## config.mk

```make
export PLATFORM = sky130hd
export DESIGN_NAME = tlb_maint_ctrl
export DESIGN_NICKNAME = d
export VERILOG_FILES = /design/src/rtl/tlb_pkg.sv /design/src/rtl/tlb_fill_idx.sv /design/src/rtl/tlb_maint_ctrl.sv
export SDC_FILE = /design/constraint.sdc
export NUM_CORES = 1
export LEC_CHECK = 0
export ABC_AREA = 1
export BUFFER_PORTS_ARGS = -buffer_cell sky130_fd_sc_hd__clkbuf_2
export CAP_MARGIN = 20
export CORE_AREA = 8 8 185 187
export CTS_CLUSTER_SIZE = 25
export DETAILED_ROUTE_END_ITERATION = 8
export DIE_AREA = 0 0 193 195
export SETUP_SLACK_MARGIN = 0.02
export SYNTH_ARGS = -nofsm -noshare
export SYNTH_HDL_FRONTEND = slang
export SYNTH_SLANG_ARGS = --single-unit
```

## constraint.sdc

```tcl
create_clock -name clk -period 1.3 [get_ports clk]
set_input_delay 0.065 -clock clk [delete_from_list [all_inputs] [get_ports clk]]
set_output_delay 0.065 -clock clk [all_outputs]
set_load 0.005 [all_outputs]
```

## src/rtl/tlb_pkg.sv

```systemverilog
// Shared types and constants for the TLB maintenance controller.
// Maintenance op encodings, FSM states and the LFSR tap table for the fill index.
package tlb_pkg;

    typedef struct packed {
        logic        e;
        logic [18:0] vppn;
        logic [5:0]  ps;
        logic [9:0]  asid;
        logic        g;
        logic [19:0] ppn0;
        logic [1:0]  plv0;
        logic [1:0]  mat0;
        logic        d0;
        logic        v0;
        logic [19:0] ppn1;
        logic [1:0]  plv1;
        logic [1:0]  mat1;
        logic        d1;
        logic        v1;
    } tlb_entry_t;

    typedef enum logic [2:0] {
        OP_SRCH = 3'd0,
        OP_RD   = 3'd1,
        OP_WR   = 3'd2,
        OP_FILL = 3'd3,
        OP_INV  = 3'd4
    } tlb_op_e;

    typedef enum logic [2:0] {
        S_IDLE,
        S_SRCH,
        S_RD,
        S_WR,
        S_INV,
        S_RESP
    } tlb_state_e;

    localparam logic [4:0] INVOP_MAX = 5'd6;

    // Feedback masks of primitive polynomials, one per register width.
    function automatic logic [31:0] lfsr_taps(input int width);
        case (width)
            2:       return 32'h3;
            3:       return 32'h6;
            4:       return 32'hC;
            5:       return 32'h14;
            6:       return 32'h30;
            7:       return 32'h60;
            8:       return 32'hB8;
            9:       return 32'h110;
            10:      return 32'h240;
            default: return 32'hC;
        endcase
    endfunction

endpackage

```

## src/rtl/tlb_fill_idx.sv

```systemverilog
// Free-running replacement index for TLBFILL.
// Define TLB_FILL_LFSR_EN to use a maximal-length Fibonacci LFSR instead of a counter.
module tlb_fill_idx
    import tlb_pkg::*;
#(
    parameter  int TLBNUM = 16,
    localparam int IW     = $clog2(TLBNUM)
) (
    input  logic          clk,
    input  logic          resetn,
    output logic [IW-1:0] fill_idx
);

`ifdef TLB_FILL_LFSR_EN
    localparam logic [IW-1:0] TAPS = IW'(lfsr_taps(IW));

    // Seeded non-zero so the all-zero lock-up state is unreachable.
    always_ff @(posedge clk or negedge resetn) begin
        if (!resetn) fill_idx <= IW'(1);
        else         fill_idx <= {fill_idx[IW-2:0], ^(fill_idx & TAPS)};
    end
`else
    always_ff @(posedge clk or negedge resetn) begin
        if (!resetn)                          fill_idx <= '0;
        else if (fill_idx == IW'(TLBNUM - 1)) fill_idx <= '0;
        else                                  fill_idx <= fill_idx + IW'(1);
    end
`endif

endmodule

```

## src/rtl/tlb_maint_ctrl.sv

```systemverilog
// Sequences TLBSRCH/TLBRD/TLBWR/TLBFILL/INVTLB onto the TLB ports with a valid/ready response.
// Fill index source selected by TLB_FILL_LFSR_EN (see tlb_fill_idx).
module tlb_maint_ctrl
    import tlb_pkg::*;
#(
    parameter  int TLBNUM = 16,
    localparam int IW     = $clog2(TLBNUM)
) (
    input  logic          clk,
    input  logic          resetn,
    input  logic          req_valid,
    output logic          req_ready,
    input  logic [2:0]    req_op,
    input  logic [4:0]    req_invop,
    input  logic [9:0]    req_asid,
    input  logic [18:0]   req_vppn,
    input  logic [IW-1:0] req_index,
    input  tlb_entry_t    req_entry,
    input  logic [18:0]   mem_vppn,
    input  logic          mem_va_bit12,
    input  logic [9:0]    mem_asid,
    output logic          mem_stall,
    output logic [18:0]   s1_vppn,
    output logic          s1_va_bit12,
    output logic [9:0]    s1_asid,
    input  logic          s1_found,
    input  logic [IW-1:0] s1_index,
    output logic          we,
    output logic [IW-1:0] w_index,
    output tlb_entry_t    w_entry,
    output logic [IW-1:0] r_index,
    input  tlb_entry_t    r_entry,
    output logic          invtlb_valid,
    output logic [4:0]    invtlb_op,
    output logic          resp_valid,
    input  logic          resp_ready,
    output logic          resp_found,
    output logic [IW-1:0] resp_index,
    output tlb_entry_t    resp_entry,
    output logic          resp_err
);

    tlb_state_e    state, state_nxt;
    logic          accept;
    logic [IW-1:0] fill_idx;

    logic [4:0]    invop_q;
    logic [9:0]    asid_q;
    logic [18:0]   vppn_q;
    logic [IW-1:0] index_q;
    tlb_entry_t    entry_q;

    assign accept = req_valid && req_ready;

    tlb_fill_idx #(.TLBNUM(TLBNUM)) u_fill_idx (
        .clk      (clk),
        .resetn   (resetn),
        .fill_idx (fill_idx)
    );

    // NOTE: sequential state uses non-blocking assignments so every flop samples pre-edge values.
    always_ff @(posedge clk or negedge resetn) begin
        if (!resetn) state <= S_IDLE;
        else         state <= state_nxt;
    end

    always_comb begin
        state_nxt = state;
        case (state)
            S_IDLE: if (accept) begin
                case (req_op)
                    OP_SRCH:         state_nxt = S_SRCH;
                    OP_RD:           state_nxt = S_RD;
                    OP_WR, OP_FILL:  state_nxt = S_WR;
                    OP_INV:          state_nxt = S_INV;
                    default:         state_nxt = S_RESP;
                endcase
            end
            S_SRCH, S_RD, S_WR, S_INV: state_nxt = S_RESP;
            S_RESP:  if (resp_ready) state_nxt = S_IDLE;
            default: state_nxt = S_IDLE;
        endcase
    end

    // NOTE: every output gets a default first so no path through the case infers a latch.
    always_comb begin
        req_ready    = (state == S_IDLE);
        resp_valid   = (state == S_RESP);
        mem_stall    = 1'b0;
        s1_vppn      = mem_vppn;
        s1_va_bit12  = mem_va_bit12;
        s1_asid      = mem_asid;
        we           = 1'b0;
        w_index      = index_q;
        w_entry      = entry_q;
        r_index      = index_q;
        invtlb_valid = 1'b0;
        invtlb_op    = invop_q;
        case (state)
            S_SRCH: begin
                mem_stall   = 1'b1;
                s1_vppn     = vppn_q;
                s1_va_bit12 = 1'b0;
                s1_asid     = asid_q;
            end
            S_WR: we = 1'b1;
            S_INV: if (invop_q <= INVOP_MAX) begin
                invtlb_valid = 1'b1;
                mem_stall    = 1'b1;
                s1_vppn      = vppn_q;
                s1_va_bit12  = 1'b0;
                s1_asid      = asid_q;
            end
            default: ;
        endcase
    end

    // Operand latch and response capture; resp_* only change outside RESP, so they hold while stalled.
    always_ff @(posedge clk or negedge resetn) begin
        if (!resetn) begin
            invop_q    <= '0;
            asid_q     <= '0;
            vppn_q     <= '0;
            index_q    <= '0;
            entry_q    <= '0;
            resp_found <= 1'b0;
            resp_index <= '0;
            resp_entry <= '0;
            resp_err   <= 1'b0;
        end else begin
            case (state)
                S_IDLE: if (accept) begin
                    invop_q    <= req_invop;
                    asid_q     <= req_asid;
                    vppn_q     <= req_vppn;
                    index_q    <= (req_op == OP_FILL) ? fill_idx : req_index;
                    entry_q    <= req_entry;
                    resp_found <= 1'b0;
                    resp_index <= '0;
                    resp_entry <= '0;
                    resp_err   <= (req_op > OP_INV);
                end
                S_SRCH: begin
                    resp_found <= s1_found;
                    resp_index <= s1_index;
                end
                S_RD: begin
                    // An invalid entry reads back fully cleared, e included.
                    resp_found <= r_entry.e;
                    resp_index <= index_q;
                    resp_entry <= r_entry.e ? r_entry : '0;
                end
                S_WR:  resp_index <= index_q;
                S_INV: resp_err   <= (invop_q > INVOP_MAX);
                default: ;
            endcase
        end
    end

endmodule

```

==> results.yml <==
run_status:
  outcome: "finished, violations left"
  violations: "negative setup slack"
cts:
  clock_latency_ns: 0.53
  tritoncts: "built"
  cts.path.max_buffers: 3
  cts.htree.levels: 1
  clkTransAtPathRegs_ns: 0.06
  numCtsBuffers: 26
  cts.sinks: 229
  cts-root-buf: "clkbuf_16"
timing:
  setup_viol: 261
  finClkSkew_ns: 0.00663
  post-route-min-period_ns: 1.95
  tightestPinTransition_ns: 0.393
  min_period_over_period_pct: 150
  maxSlewViolCount: 0
  rsz0062_at_grt: "true"
  fin_tns_setup_ns: -84.93
  setup_ws_ns: -0.647
  final_hold_viol_count: 0
  slew_headroom_pct: 73.8
  fmax_ghz: 0.513
worst_hold_path:
  min_to: "resp_entry[88]"
  hold_path_class: "input port to flop"
  holdCritStartpoint: "r_entry[88]"
  hold_path_depth: 4
yosys:
  synth-edff-count: 0
  synth_top_area_cell: "dfrtp_1"
  yosysMostFrequentCell: "nand2_1"
  synth_seq_cells: 229
  synth.net_count: 1381
  yosysWarningCount: 0
  yosysTopAreaCellShare_pct: 61.0
  ys_top_cells_by_area: "dfrtp_1 (61%), nand2_1 (27%), nand3_1 (5.1%)"
  syn_area_um2: 9390
  syn_inst: 1122
  yosysSeqAreaShare_pct: 61.0
  synthTopCellsByCount: "nand2_1 (680), dfrtp_1 (229), nand3_1 (96), buf_2 (31), clkbuf_1 (13)"
  ys.flop_type: "dfrtp_1"
  syn_area_per_cell_um2: 8.37
  synthArstFlopShare_pct: 100
  yosysUniqueCellTypes: 23
die:
  start_util_pct: 30.1
  die-area_um2: 37600
  fp.dieW_um: 193
  core-area_um2: 31200
  row_count: 65
  ios: 490
  die_h_um: 195
grt:
  grt_max_degree: 41
  grtUsageMet3_pct: 5.06
  grt_pass1_wl_um: 61000
  met1_usage_pct: 22.0
  grt_usage_pct: 20.2
  gr-max-usage-layer: "met2"
  antenna_found_initial: 4
  grt_pass1_vias: 11200
  use_met2_pct: 35.4
  grt_overflow: 0
routing:
  drtAntennaViolNets: 0
  vias: 10600
  drc: 0
  first_pass_iters: 5
  routed_wl_um: 41200
  drtIter0Drc: 461
  wire_per_inst_um: 17.7
  avgViaCountPerCell: 4.56
critical_path:
  cp-start-kind: "flop"
  reg2regPathDepth: 9
  timing.critical_path.mode_cell: "nor2_4"
  path_cells: "nor2_4, nand2_4, nor2_4, nor2_4, buf_12, buf_12, nand2_1, nand2_1, clkbuf_2"
  required_ns: 1.24
  slowest_stage: "dfrtp_1"
  r2r_setup_slack_ns: -0.43
  crit_path_end_kind: "primary output"
  critPathMaxFanout: 13
  path_class: "flop to primary output"
  r2r-start: "state[0]"
  r2r_end: "w_entry[70]"
  arrival_ns: 1.88
  max_stage_delay_ns: 0.41
power:
  ir_worst_vdd_mv: 1.28
  p_comb_share_pct: 39.9
  seq_power_share_pct: 36.1
  swShare_pct: 35.4
  power.total_mw: 30.0
  p_clk_share_pct: 24.0
  intPower_mw: 19.4
  p_sw_mw: 10.6
  p_leak_nw: 9.60
  p_per_area_nw_per_um2: 1790
place:
  hpwl_um: 27100
  gp_congestion: 0.831
  port_buffers: 489
  dpl_cell_area_um2: 12700
layout:
  nNetsFinal: 2162
  design_area_um2: 16700
  syn2layout_area_growth_pct: 78.2
  drive_above_1_share_pct: 35.2
run:
  max_cap_viol_count: 0
## power groups by stage
stage	clock network, mW	registers, mW	logic, mW
after floorplan	0	10.7	4.31
after global placement	0	10.8	9.29
after detailed placement	0	10.8	9.44
after CTS	7.40	10.7	11.6
after global routing	7.65	11.1	13.2
final	7.20	10.8	12.0
## critical path, delay by kind of cell, from the launching register on
kind	cells	cell delay, ns
and+or+nand+nor	6	0.55
buffers and inverters	3	0.39
DFF	1	0.41
## per-stage QoR
step / worst slack, ns / utilization, % / hold slack (ns) / instances
6_report: -0.647 / 53.6 / 0.00705 / 2329
5_1_grt: -0.746 / 53.5 / 0.0141 / 2328
4_1_cts: -0.654 / 52.4 / 0.00291 / 2311
3_5_place_dp: -0.192 / 40.8 / -0.0101 / 2017
3_3_place_gp: -0.180 / 40.8 / -0.00561 / 2017
2_1_floorplan: -0.0444 / - / -0.231 / 1122
## layout make-up
cell class / instances / area, µm²
repair buffers: 818 / 6160
multi-input cells: 810 / 3370
repair inverters: 1 / 8.76
well taps: 402 / 503
diodes: 5 / 12.5
clock buffers: 41 / 808
fillers: 2732 / 14500
clock inverters: 6 / 37.5
flip-flops and latches: 229 / 5730
inverters: 17 / 87.6
## cell families (layout without fill, tap and decap cells)
group | count (synthesis) | count (layout) | synth area share (%)
DFF | 229 | 229 | 61.0
AOI/OAI and AO/OA | 14 | 14 | 0.906
xor gates and xnor gates | 2 | 2 | 0.187
and+or+nand+nor | 793 | 793 | 33.1
buffers and inverters | 83 | 883 | 4.58
adders and majority gates | 1 | 1 | 0.133
other | 0 | 5 | 0
## worst max path at each step
stage,start,to,slack [ns],cells past startpoint
finish,state[0],s1_asid[8],-0.65,9
global placement,state[0],w_entry[5],-0.18,6
CTS,invtlb_op[4],s1_asid[3],-0.65,8
detailed placement,state[0],w_entry[6],-0.19,6
global route,state[0],s1_vppn[17],-0.75,7
floorplan,state[0],invtlb_op[4],-0.04,8
## registers in the layout, summed over array words and instances (netlist names)
| name | flops |
|---|---|
| resp_entry | 89 |
| w_entry | 89 |
| vppn_q | 19 |
| asid_q | 10 |
| invtlb_op | 5 |
| r_index | 4 |
| resp_index | 4 |
| u_fill_idx.fill_idx | 4 |
| state | 3 |
| resp_err | 1 |
| resp_found | 1 |
## layer usage
metal  vias to the layer above  part of all wire [%]
met3                       132                   7.3
met4                         0                   5.5
met1                      4994                    37
li1                       5027                     -
met5                         -                     0
met2                       470                    50
## timing repair
| action | CTS | global route |
|---|---|---|
| setup endpoints to repair | 266 | 270 |
| endpoints found under the hold margin | 453 | 0 |
| setup buffers | 13 | 7 |
| resized for setup | 58 | 53 |
| pin swaps | 8 | 9 |
| hold buffers | 226 | 0 |
| gates cloned | 8 | 12 |
## cells in the final DEF, fill, tap and decap left out, drive strengths merged, types with 4 or more instances in the layout
cell type / n
a22oi: 4
buf: 105
clkbuf: 526
clkinv: 5
dfrtp: 229
diode: 5
dlygate4sd3: 226
inv: 19
nand2: 681
nand3: 96
nor2: 13
o21ai: 7
No activity file was read; power rests on OpenSTA's default activity.
